==> src/rtl/tron_pkg.sv <==
// Shared opcode, state and instruction-class definitions for the sequencer slice.
// Contents: opcode/extension fields, FSM state encodings, instruction class enum.
// Used by: instr_class_decode, mem_sequencer.
package tron_pkg;

   // Major opcode ir[15:12] and extension field ir[7:4]
   localparam logic [3:0] OP_MEM    = 4'b0100;
   localparam logic [3:0] OP_BCOND  = 4'b1100;
   localparam logic [3:0] EXT_LOAD  = 4'b0000;
   localparam logic [3:0] EXT_STOR  = 4'b0100;
   localparam logic [3:0] EXT_JCOND = 4'b1100;

   // Sequencer state encoding (exported on the debug state port)
   localparam logic [2:0] ST_FETCH  = 3'd0;
   localparam logic [2:0] ST_DECODE = 3'd1;
   localparam logic [2:0] ST_EXEC   = 3'd2;
   localparam logic [2:0] ST_MEMRD  = 3'd3;

   typedef enum logic [2:0] {
      CLS_ALU,
      CLS_NOP,
      CLS_LOAD,
      CLS_STOR,
      CLS_JUMP,
      CLS_BRANCH
   } instr_class_t;

endpackage

==> src/rtl/mem_sequencer_if.sv <==
// Bundle between the sequencer and its neighbours (memory stage, register file, datapath).
// master: sequencer side (drives pc, fetch/data-port controls, ir, writeback strobes, debug).
// slave:  environment side (drives run, fetched instruction, read data, register values, branch result).
interface mem_sequencer_if #(
   parameter int DATA_WIDTH = 16,
   parameter int ADDR_WIDTH = 16
);
   logic                  run;
   logic [DATA_WIDTH-1:0] instruction;
   logic [DATA_WIDTH-1:0] mem_rdata;
   logic [DATA_WIDTH-1:0] raddr_val;
   logic [DATA_WIDTH-1:0] rsrc_val;
   logic                  branch_taken;
   logic [DATA_WIDTH-1:0] branch_target;

   logic [DATA_WIDTH-1:0] pc;
   logic                  fetch_phase;
   logic [ADDR_WIDTH-1:0] mem_addr;
   logic                  mem_we;
   logic [DATA_WIDTH-1:0] mem_wdata;
   logic [DATA_WIDTH-1:0] ir;
   logic                  rf_we;
   logic                  rf_wsel;
   logic                  retire;
   logic [DATA_WIDTH-1:0] retired_cnt;
   logic [2:0]            state;

   modport master (
      input  run, instruction, mem_rdata, raddr_val, rsrc_val, branch_taken, branch_target,
      output pc, fetch_phase, mem_addr, mem_we, mem_wdata, ir, rf_we, rf_wsel,
             retire, retired_cnt, state
   );

   modport slave (
      output run, instruction, mem_rdata, raddr_val, rsrc_val, branch_taken, branch_target,
      input  pc, fetch_phase, mem_addr, mem_we, mem_wdata, ir, rf_we, rf_wsel,
             retire, retired_cnt, state
   );
endinterface

==> src/rtl/instr_class_decode.sv <==
// Combinational classifier: latched instruction word -> instruction class.
// Ports: ir (in, 16) latched instruction; cls (out) decoded class.
// Unrecognised memory-group extensions fall through to ALU.
module instr_class_decode
   import tron_pkg::*;
(
   input  logic [15:0]  ir,
   output instr_class_t cls
);

   always_comb begin
      cls = CLS_ALU;
      if (ir == 16'h0000) begin
         cls = CLS_NOP;
      end else if (ir[15:12] == OP_BCOND) begin
         cls = CLS_BRANCH;
      end else if (ir[15:12] == OP_MEM) begin
         if (ir[7:4] == EXT_LOAD) begin
            cls = CLS_LOAD;
         end else if (ir[7:4] == EXT_STOR) begin
            cls = CLS_STOR;
         end else if (ir[7:4] == EXT_JCOND) begin
            cls = CLS_JUMP;
         end
      end
   end

endmodule

==> src/rtl/mem_sequencer.sv <==
// Multi-cycle FETCH/DECODE/EXEC(/MEMRD) sequencer owning the PC for a unified memory stage.
// Ports: clk, reset (sync, active-high); bus (master modport) carries memory, register-file,
//        branch and debug signals. Strobes are combinational from state/ir and gated by reset.
module mem_sequencer #(
   parameter int DATA_WIDTH = 16,
   parameter int ADDR_WIDTH = 16
) (
   input  logic            clk,
   input  logic            reset,
   mem_sequencer_if.master bus
);
   import tron_pkg::*;

   logic [2:0]            state_q;
   logic [DATA_WIDTH-1:0] pc_q;
   logic [DATA_WIDTH-1:0] ir_q;
   logic [DATA_WIDTH-1:0] cnt_q;
   logic [DATA_WIDTH-1:0] pc_inc;
   instr_class_t          cls;

   logic                  fetch_phase;
   logic [ADDR_WIDTH-1:0] mem_addr;
   logic                  mem_we;
   logic [DATA_WIDTH-1:0] mem_wdata;
   logic                  rf_we;
   logic                  rf_wsel;
   logic                  retire;

   instr_class_decode u_decode (
      .ir  (ir_q),
      .cls (cls)
   );

   // Natural wrap: 16'hFFFF + 1 = 16'h0000
   assign pc_inc = pc_q + DATA_WIDTH'(1);

   // Strobes: all zero while reset is high so an aborted instruction issues no writes.
   always_comb begin
      fetch_phase = 1'b0;
      mem_addr    = '0;
      mem_we      = 1'b0;
      mem_wdata   = '0;
      rf_we       = 1'b0;
      rf_wsel     = 1'b0;
      retire      = 1'b0;
      if (!reset) begin
         case (state_q)
            ST_FETCH: fetch_phase = bus.run;
            ST_EXEC: begin
               case (cls)
                  CLS_ALU: begin
                     rf_we  = 1'b1;
                     retire = 1'b1;
                  end
                  CLS_STOR: begin
                     // IO (addr[15]=1) and RAM stores look identical from here
                     mem_addr  = ADDR_WIDTH'(bus.raddr_val);
                     mem_wdata = bus.rsrc_val;
                     mem_we    = 1'b1;
                     retire    = 1'b1;
                  end
                  // Address presented here is registered by memory at the end of EXEC
                  CLS_LOAD: mem_addr = ADDR_WIDTH'(bus.raddr_val);
                  default:  retire = 1'b1;
               endcase
            end
            ST_MEMRD: begin
               mem_addr = ADDR_WIDTH'(bus.raddr_val);
               rf_we    = 1'b1;
               rf_wsel  = 1'b1;
               retire   = 1'b1;
            end
            default: ;
         endcase
      end
   end

   always_ff @(posedge clk) begin
      if (reset) begin
         state_q <= ST_FETCH;
         pc_q    <= '0;
         ir_q    <= '0;
         cnt_q   <= '0;
      end else begin
         if (retire) begin
            cnt_q <= cnt_q + DATA_WIDTH'(1);
         end
         case (state_q)
            ST_FETCH: begin
               if (bus.run) begin
                  state_q <= ST_DECODE;
               end
            end
            ST_DECODE: begin
               ir_q    <= bus.instruction;
               state_q <= ST_EXEC;
            end
            ST_EXEC: begin
               state_q <= ST_FETCH;
               case (cls)
                  CLS_LOAD: state_q <= ST_MEMRD;
                  CLS_JUMP, CLS_BRANCH:
                     pc_q <= bus.branch_taken ? bus.branch_target : pc_inc;
                  default: pc_q <= pc_inc;
               endcase
            end
            ST_MEMRD: begin
               pc_q    <= pc_inc;
               state_q <= ST_FETCH;
            end
            default: state_q <= ST_FETCH;
         endcase
      end
   end

   assign bus.pc          = pc_q;
   assign bus.fetch_phase = fetch_phase;
   assign bus.mem_addr    = mem_addr;
   assign bus.mem_we      = mem_we;
   assign bus.mem_wdata   = mem_wdata;
   assign bus.ir          = ir_q;
   assign bus.rf_we       = rf_we;
   assign bus.rf_wsel     = rf_wsel;
   assign bus.retire      = retire;
   assign bus.retired_cnt = cnt_q;
   assign bus.state       = state_q;

endmodule

==> src/flat_wrapper.sv <==
// flat-port wrapper written by rule: the top's interface ports become plain ports
module mem_sequencer_flat import tron_pkg::*;
#(
   parameter int DATA_WIDTH = 16,
   parameter int ADDR_WIDTH = 16
)
  (clk, reset, bus_run, bus_instruction, bus_mem_rdata, bus_raddr_val, bus_rsrc_val, bus_branch_taken, bus_branch_target, bus_pc, bus_fetch_phase, bus_mem_addr, bus_mem_we, bus_mem_wdata, bus_ir, bus_rf_we, bus_rf_wsel, bus_retire, bus_retired_cnt, bus_state);
  mem_sequencer_if #(.DATA_WIDTH(DATA_WIDTH), .ADDR_WIDTH(ADDR_WIDTH)) bus_i ();
  input  logic clk;
  input  logic reset;
  input wire logic [$bits(bus_i.run)-1:0] bus_run;
  input wire logic [$bits(bus_i.instruction)-1:0] bus_instruction;
  input wire logic [$bits(bus_i.mem_rdata)-1:0] bus_mem_rdata;
  input wire logic [$bits(bus_i.raddr_val)-1:0] bus_raddr_val;
  input wire logic [$bits(bus_i.rsrc_val)-1:0] bus_rsrc_val;
  input wire logic [$bits(bus_i.branch_taken)-1:0] bus_branch_taken;
  input wire logic [$bits(bus_i.branch_target)-1:0] bus_branch_target;
  output wire logic [$bits(bus_i.pc)-1:0] bus_pc;
  output wire logic [$bits(bus_i.fetch_phase)-1:0] bus_fetch_phase;
  output wire logic [$bits(bus_i.mem_addr)-1:0] bus_mem_addr;
  output wire logic [$bits(bus_i.mem_we)-1:0] bus_mem_we;
  output wire logic [$bits(bus_i.mem_wdata)-1:0] bus_mem_wdata;
  output wire logic [$bits(bus_i.ir)-1:0] bus_ir;
  output wire logic [$bits(bus_i.rf_we)-1:0] bus_rf_we;
  output wire logic [$bits(bus_i.rf_wsel)-1:0] bus_rf_wsel;
  output wire logic [$bits(bus_i.retire)-1:0] bus_retire;
  output wire logic [$bits(bus_i.retired_cnt)-1:0] bus_retired_cnt;
  output wire logic [$bits(bus_i.state)-1:0] bus_state;
  assign bus_i.run = bus_run;
  assign bus_i.instruction = bus_instruction;
  assign bus_i.mem_rdata = bus_mem_rdata;
  assign bus_i.raddr_val = bus_raddr_val;
  assign bus_i.rsrc_val = bus_rsrc_val;
  assign bus_i.branch_taken = bus_branch_taken;
  assign bus_i.branch_target = bus_branch_target;
  assign bus_pc = bus_i.pc;
  assign bus_fetch_phase = bus_i.fetch_phase;
  assign bus_mem_addr = bus_i.mem_addr;
  assign bus_mem_we = bus_i.mem_we;
  assign bus_mem_wdata = bus_i.mem_wdata;
  assign bus_ir = bus_i.ir;
  assign bus_rf_we = bus_i.rf_we;
  assign bus_rf_wsel = bus_i.rf_wsel;
  assign bus_retire = bus_i.retire;
  assign bus_retired_cnt = bus_i.retired_cnt;
  assign bus_state = bus_i.state;
  mem_sequencer #(.DATA_WIDTH(DATA_WIDTH), .ADDR_WIDTH(ADDR_WIDTH)) u_core (.clk(clk), .reset(reset), .bus(bus_i));
endmodule
==> config.mk <==
export PLATFORM = sky130hd
export DESIGN_NAME = mem_sequencer_flat
export DESIGN_NICKNAME = d
export VERILOG_FILES = /design/src/rtl/tron_pkg.sv /design/src/rtl/mem_sequencer_if.sv /design/src/rtl/instr_class_decode.sv /design/src/rtl/mem_sequencer.sv /design/src/flat_wrapper.sv
export SDC_FILE = /design/constraint.sdc
export NUM_CORES = 1
export LEC_CHECK = 0
export ABC_CLOCK_PERIOD_IN_PS = 5200
export CORE_MARGIN = 2
export CORE_UTILIZATION = 30
export DETAILED_ROUTE_END_ITERATION = 16
export PLACE_DENSITY = 0.73
export SYNTH_ARGS = -nofsm -noshare
export SYNTH_HDL_FRONTEND = slang
export SYNTH_SLANG_ARGS = --single-unit
==> constraint.sdc <==
create_clock -name clk -period 5.2 [get_ports clk]
set_input_delay 0.78 -clock clk [delete_from_list [all_inputs] [get_ports clk]]
set_output_delay 0.78 -clock clk [all_outputs]
set_load 0.005 [all_outputs]
* Word level (Yosys, flattened, before mapping)
Index checks and enable logic that the tools add are counted.
** Storage, ports and cells
- Register bits :: 51
- Output and inout bits :: 88
- Logic and storage cells :: 58
** Operators by class
- Add/sub/neg operators :: 2
- Equal/unequal tests :: 13
- Mux-type cells :: 31
- Reduce and logical (&&, ||, !) cells :: 8
** Operator list (count)
- $mux 16 :: 6
- $pmux 16 s2 :: 3
- $add 16x1->16 const B :: 2
- $mux 3 :: 7
- $logic_not 16->1 :: 1
- $eq 3x2->1 const B :: 4
- $mux 1 :: 11
- $pmux 3 s3 :: 1
- $eq 4x3->1 const B :: 2
- $eq 4x4->1 const B :: 2
- $eq 3x3->1 const B :: 2
- $logic_not 3->1 :: 2
- $logic_not 4->1 :: 1
- $ne 2x2->1 const B :: 2
- $pmux 1 s2 :: 2
- $reduce_or 2->1 :: 2
- $eq 3x1->1 const B :: 1
- $mux 2 :: 1
- $reduce_and 2->1 :: 1
- $reduce_bool 2->1 :: 1

* Logic depth before layout (Yosys ltp)
Gate-level depths: netlist (run 1).
- Word-level depth :: 12
- Mapped depth :: 7

* By module
Synthesis (run 1) repeated with hierarchy kept, for this count alone.
** Unflattened totals
- Cell total of the unflattened synthesis :: 375
- Area total of the unflattened synthesis :: 2921.6 µm²
** Modules (own cells, without submodules)
- mem_sequencer :: times used 1, cells each 361, area each 2845.2 µm², seq. area each 1001.0 µm²
- instr_class_decode :: times used 1, cells each 14, area each 76.3 µm², seq. area each 0.0 µm²

* Least setup slack after synthesis (run 1)
No wires, ideal clock.
- Path kind :: input port to output port
- Start :: input reset
- End :: output bus_mem_wdata[10]
- Arrival time :: 1.887 ns
- Required time :: 4.420 ns
- Slack :: 2.533 ns
- Cell stages on the path :: 6
- Path buffers :: 2
- Cells stage by stage :: clkbuf_1 -> nand2b_1 -> nor3_1 -> a21boi_2 -> buf_2 -> and2_1
** Between the ends
- Longest elaborated chain between the ends :: 1
** Ends and longest elaborated chain
- start: declaration :: RTL line flat_wrapper.sv:10 : input logic reset;
- $mux 16 :: RTL line mem_sequencer.sv:46 : if (!reset) begin
- end: declaration :: RTL line flat_wrapper.sv:22 : output wire logic [$bits(bus_i.mem_wdata)-1:0] bus_mem_wdata;
Every way passes these cells.

* Worst setup path in the final report (run 1)
- Start :: register u_core.ir_q[15], in the netlist u_core.bus.ir[15]
- End :: output bus_mem_wdata[8]
** Between the ends
- Longest elaborated chain between the ends :: 8
** Ends and longest elaborated chain
- start: declaration :: RTL line mem_sequencer.sv:16 : logic [DATA_WIDTH-1:0] ir_q;
- start signal: assignment :: RTL line mem_sequencer.sv:95 : ir_q <= bus.instruction;
- $eq 4x3->1 :: RTL line instr_class_decode.sv:17 : end else if (ir[15:12] == OP_MEM) begin
- $mux 3 :: RTL line instr_class_decode.sv:17
- $mux 3 :: RTL line instr_class_decode.sv:15 : end else if (ir[15:12] == OP_BCOND) begin
- $mux 3 * :: RTL line instr_class_decode.sv:13 : if (ir == 16'h0000) begin
- $eq 3x2->1 * :: RTL line mem_sequencer.sv:50 : case (cls)
- $mux 16 * :: RTL line mem_sequencer.sv:50
- $mux 16 * :: RTL line mem_sequencer.sv:47 : case (state_q)
- $mux 16 * :: RTL line mem_sequencer.sv:46
Every way passes the cells marked *; elsewhere a longest branch is shown, timed or not.

==> results of run 1 <==
Yosys cell counts (all sizes together) (2+ instances only):
cell	count	share of area [%]
and2	36	8.1
nor3b	3	0.99
nand4	9	2.0
a31oi	4	0.90
a21o	3	0.81
clkbuf	17	2.3
nor2b	4	0.90
nand3	12	2.2
inv	5	0.68
nor3	13	2.3
nor4	10	2.3
nand2b	3	0.68
o21ai	16	2.9
nor2	28	3.8
nor4b	2	0.85
ha	2	0.90
o32ai	4	1.3
nand2	47	6.3
or4	2	0.68
o21bai	2	0.54
and4	6	1.9
dfxtp	50	36
xnor2	10	3.2
buf	7	1.9
or3	4	0.90
a211oi	6	2.3
and3	5	1.1
a21oi	44	7.9
worst register-to-register path, delay by kind of cell, from the launching register on:
family          cells  cell delay, ps
compound gates      3            1120
simple gates        2             750
flops               1             400
power groups by stage:
stage	logic (mW)	registers [mW]	clock network, mW
2_1_floorplan	0.0449	0.409	0
3_3_place_gp	0.123	0.410	0
3_5_place_dp	0.124	0.411	0
4_1_cts	0.125	0.402	0.284
5_1_grt	0.134	0.404	0.303
6_report	0.124	0.402	0.277
area by class of cell:
cell class / count / share of cell area (%)
clock buffer: 5 / 1.54
clock inverter: 3 / 0.896
inverter: 5 / 0.420
multi-input combinational: 286 / 36.8
sequential: 50 / 22.4
tap: 111 / 3.11
timing repair buffer: 157 / 34.9
final timing paths:
kind                      from           endpoint  slack (ps)  cells past startpoint
min reg2reg   u_core.bus.ir[8]   u_core.bus.ir[8]         470                      2
min           u_core.bus.ir[8]   u_core.bus.ir[8]         470                      2
max          u_core.bus.ir[15]   bus_mem_wdata[8]        1530                      6
max reg2reg   u_core.bus.ir[6]  u_core.bus.pc[11]        2860                      5
metrics by stage:
| stage | utilization (%) | hold slack (ps) | worst slack (ps) | std cells | total power [mW] |
|---|---|---|---|---|---|
| after floorplan | - | 465 | 2530 | 365 | 0.454 |
| after global placement | 47.9 | 457 | 1650 | 609 | 0.533 |
| after detailed placement | 47.9 | 462 | 1620 | 609 | 0.535 |
| after CTS | 49.1 | 475 | 1560 | 617 | 0.811 |
| after global routing | 49.1 | 515 | 1340 | 617 | 0.841 |
| final | 49.1 | 475 | 1530 | 617 | 0.803 |
cells by family (layout without fill, tap and decap cells):
kind of cell | after synthesis | in the layout | synth area share (%)
AOI/OAI and AO/OA | 86 | 86 | 18.9
and+or+nand+nor | 187 | 187 | 36.0
DFF | 50 | 50 | 36.0
adders and majority gates | 2 | 2 | 0.900
xor gates and xnor gates | 10 | 10 | 3.15
buffers and inverters | 29 | 170 | 4.86
other | 1 | 1 | 0.135
state kept, by name, indices dropped and copies added (netlist names):
name / count
u_core.bus.pc: 16
u_core.bus.state: 2
u_core.bus.ir: 16
u_core.bus.retired_cnt: 16
layer usage:
layer	track usage, %	up-vias	share of wire (%)
met5	0	-	0
met2	28.3	104	49
met4	2.74	0	0.63
li1	-	1571	-
met1	23.3	1416	45
met3	4.39	4	6.1
==> qor.txt, run 1 <==
Total congestion overflow = 0
Core area = 9110 um^2
Post-CTS Hold Buffers = 0
Endpoint class of the critical path = output pin
H-tree lvl count = 2
Crit path time final = 3670 ps
Clock share of power = 34.5%
Die area = 10100 um^2
Slew HR = 39.9%
Final instance area = 4470 um^2
Total area of sequential cells = 1000 um^2
Root buf cell = clkbuf_8
FMAX = 273 MHz
Die X = 100 um
Switching power = 0.193 mW
Slew @ Worst Pin = 899 ps
GRT Util Overall = 17.3%
Setup TNS Final = 0 ps
CTS tree = yes
First-pass GRT wire length = 14100 um
Post-Route WL = 8990 um
Drt initial violations = 157
Commonest cells after routing, fill and taps aside = clkdlybuf4s50_1, dfxtp_1, nand2_1
Post-CTS resize count = 0
Seq pwr share = 50.1%
CP top delay family = simple AND/OR/NAND/NOR gates
Worst-path maximum fanout = 17
Post-synthesis sequential area ratio = 36.0%
Ports = 172
Area of placed instances = 4360 um^2
Asr flop ratio synth = 0%
Main flop type after synthesis = dfxtp_1
Fillers = 899
# Post-CTS Setup Buffers = 0
Pwr per Cell Area = 180 nW/um^2
# diodes = 0
Slowest CP cell = or4_4
Hold Path Class = reg -> reg
Status = finished clean
# DRC = 0
Sw Ratio = 24.1%
Wirelength per Cell = 14.6 um
Combinational Power Share = 15.4%
Period utilisation layout = 70.5%
Syn Area/Cell = 7.62 um^2
Peak supply drop = 0.000104 V
Warnings from Yosys = 0
ANT nets after route = 0
Cell Chain, Critical Path = or4_4, nor3_1, nand4_1, a21boi_2, and2_1, clkdlybuf4s50_1
Drt first pass iters = 4
Vias in the first global route = 2815
Number of flops mapped to enable cells by yosys = 0
Post-Synthesis Cells = 365
WP data arrival = 2890 ps
Crit-path max cell delay = 600 ps
Final-report setup violation count = 0
Area occupied by multi-input gates = 1640 um^2
Pin count of the biggest net entering global routing = 53
Worst-path clk slew = 90 ps
Cell internal pwr = 0.609 mW
TritonCTS Buffers = 5
Core Rows = 35
Kind of critical path = reg -> out
Area delta synth->final = 60.8%
Yosys reg bits = 50
Post-Syn Nets = 451
CTS Sinks = 50
Final hold violations = 0
Bufs and invs on worst path = 1
Buffers added on ports = 154
Share of cells above drive strength 1 = 3.95%
Final clock skew = 6.41 ps
Unrepaired setup endpoints after global routing = no
Placer Congestion = 0.787
LEAKAGE = 1.52 nW
Number of max-cap violations = 0
Post-Syn Area = 2780 um^2
Effective utilization at floorplan = 30.5%
# nets final = 591
Die height = 100 um
Via count = 3095
Most common cell after layout, fill and taps aside = clkdlybuf4s50_1
Clock latency on the worst-skew pair = 300 ps
Clock buffer depth = 2
Detailed Place HPWL = 6630 um
Critical path launch point type = flop
Slew Limit Fails = 0
Initial antenna violation count = 0
Distinct cells, synth = 45
Vias per std cell = 5.02
Worst EP required = 4420 ps
Power figures use the tool's default switching activity.
==> inputs of run 2 (changes only) <==
Settings changed: ABC_CLOCK_PERIOD_IN_PS 5200 to 3000, PLACE_DENSITY 0.73 to 0.76.
Clock period 5.2 ns to 3 ns, I/O delays scaled along.
==> qor.txt, run 2 (synthesis results as in run 1) <==
Cell Chain, Critical Path = or4_4, nor3_2, nand4_1, a21boi_2, buf_6, and2_1, clkdlybuf4s50_1
WP data arrival = 2490 ps
Crit-path max cell delay = 570 ps
Hold Path Class = in -> reg
Wirelength per Cell = 15.0 um
Crit path time final = 2940 ps
Die X = 100 um
Core area = 9110 um^2
Commonest cells after routing, fill and taps aside = clkdlybuf4s50_1, dfxtp_1, nand2_1
Placer Congestion = 0.781
Placed cell count = 615
Pre-CTS WS = 273 ps
Clock latency on the worst-skew pair = 310 ps
Root buf cell = clkbuf_8
Drt first pass iters = 4
Worst Reg-to-Reg Cells = 5
Peak supply drop = 0.000158 V
Vias per std cell = 5.16
H-tree lvl count = 2
FMAX = 340 MHz
Unrepaired setup endpoints after global routing = yes
Post-Route WL = 9330 um
GRT Util Overall = 17.4%
Buffers added on ports = 154
Ports = 172
Die height = 100 um
LEAKAGE = 1.59 nW
Status = finished clean
TritonCTS Buffers = 5
Drt initial violations = 94
Worst-path clk slew = 90 ps
Slowest CP cell = or4_4
Die area = 10100 um^2
Critical path launch point type = flop
Worst hold stages = 2
Worst-path maximum fanout = 17
Period utilisation layout = 98.0%
Worst EP required = 2550 ps
Setup TNS Final = 0 ps
# DRC = 0
Final std cells w/o fill = 623
Slew HR = 43.5%
Via count = 3215
Clock buffer depth = 2
Slew @ Worst Pin = 847 ps
Core Rows = 35
Area delta synth->final = 63.5%
ANT nets after route = 0
Final-report setup violation count = 0
# Post-CTS Setup Buffers = 0
Kind of critical path = reg -> out
Total Power Consumption = 1.41 mW
Hold WS = 443 ps
Share of cells above drive strength 1 = 6.25%
First-pass GRT wire length = 14200 um
Final hold violations = 0
Most common cell after layout, fill and taps aside = clkdlybuf4s50_1
CTS tree = yes
Vias in the first global route = 2966
Pin count of the biggest net entering global routing = 28
Detailed Place HPWL = 7040 um
Slew Limit Fails = 0
# diodes = 0
Total congestion overflow = 0
Number of max-cap violations = 0
# nets final = 597
Initial antenna violation count = 0
Effective utilization at floorplan = 30.5%
Pwr per Cell Area = 309 nW/um^2
Final clock skew = 9.82 ps
Setup WS post-layout = 60.7 ps
CTS Sinks = 50
Endpoint class of the critical path = output pin
-- run 2: layer usage --
layer  routed length (um)  global-route usage (%)  up-vias
met5                    0                       0        -
met3                  558                    3.55        9
met1                 4020                    22.0     1505
met2                 4620                    29.9      118
met4                  129                    5.16        0
li1                     -                       -     1583
-- run 2: final timing paths --
kind	startpoint	end	slack [ps]
worst max register to register	u_core.bus.ir[6]	u_core.bus.pc[11]	670
worst max-delay path	u_core.bus.ir[4]	bus_mem_wdata[9]	60
worst min-delay path	reset	u_core.bus.ir[9]	440
worst min register to register	u_core.bus.ir[9]	u_core.bus.ir[9]	480
-- run 2: where the power goes --
group	internal (mW)	switching (mW)
Sequential	0.678	0.0189
Combinational	0.136	0.0849
Clock	0.248	0.238
-- run 2: cell type report --
type                            instances  area, um^2
Clock buffer                            5        68.8
Clock inverter                          3        45.0
Fill cell                             873        4560
Inverter                                5        18.8
Multi-Input combinational cell        286        1660
Sequential cell                        50        1000
Tap cell                              111         139
Timing Repair Buffer                  163        1610
-- run 2: what timing repair did --
item | CTS | global route
pin swaps | 2 | 2
resized for setup | 6 | 4
hold buffers | 0 | 0
setup endpoints to repair | 16 | 16
endpoints found under the hold margin | 0 | 0
-- run 2: per-stage QoR --
stage | utilization (%) | instance area (um^2)
2_1_floorplan | - | 2780
3_3_place_gp | 48.4 | 4410
3_5_place_dp | 48.4 | 4410
4_1_cts | 49.8 | 4540
5_1_grt | 49.9 | 4550
6_report | 49.9 | 4550
-- run 2: worst max-delay path, delay by kind of cell (launching register included) --
| kind | cells | cell delay [ps] |
|---|---|---|
| AND/OR/NAND/NOR | 4 | 980 |
| buffers and inverters | 2 | 670 |
| flip-flops | 1 | 360 |
| AO/OA/AOI/OAI | 1 | 180 |
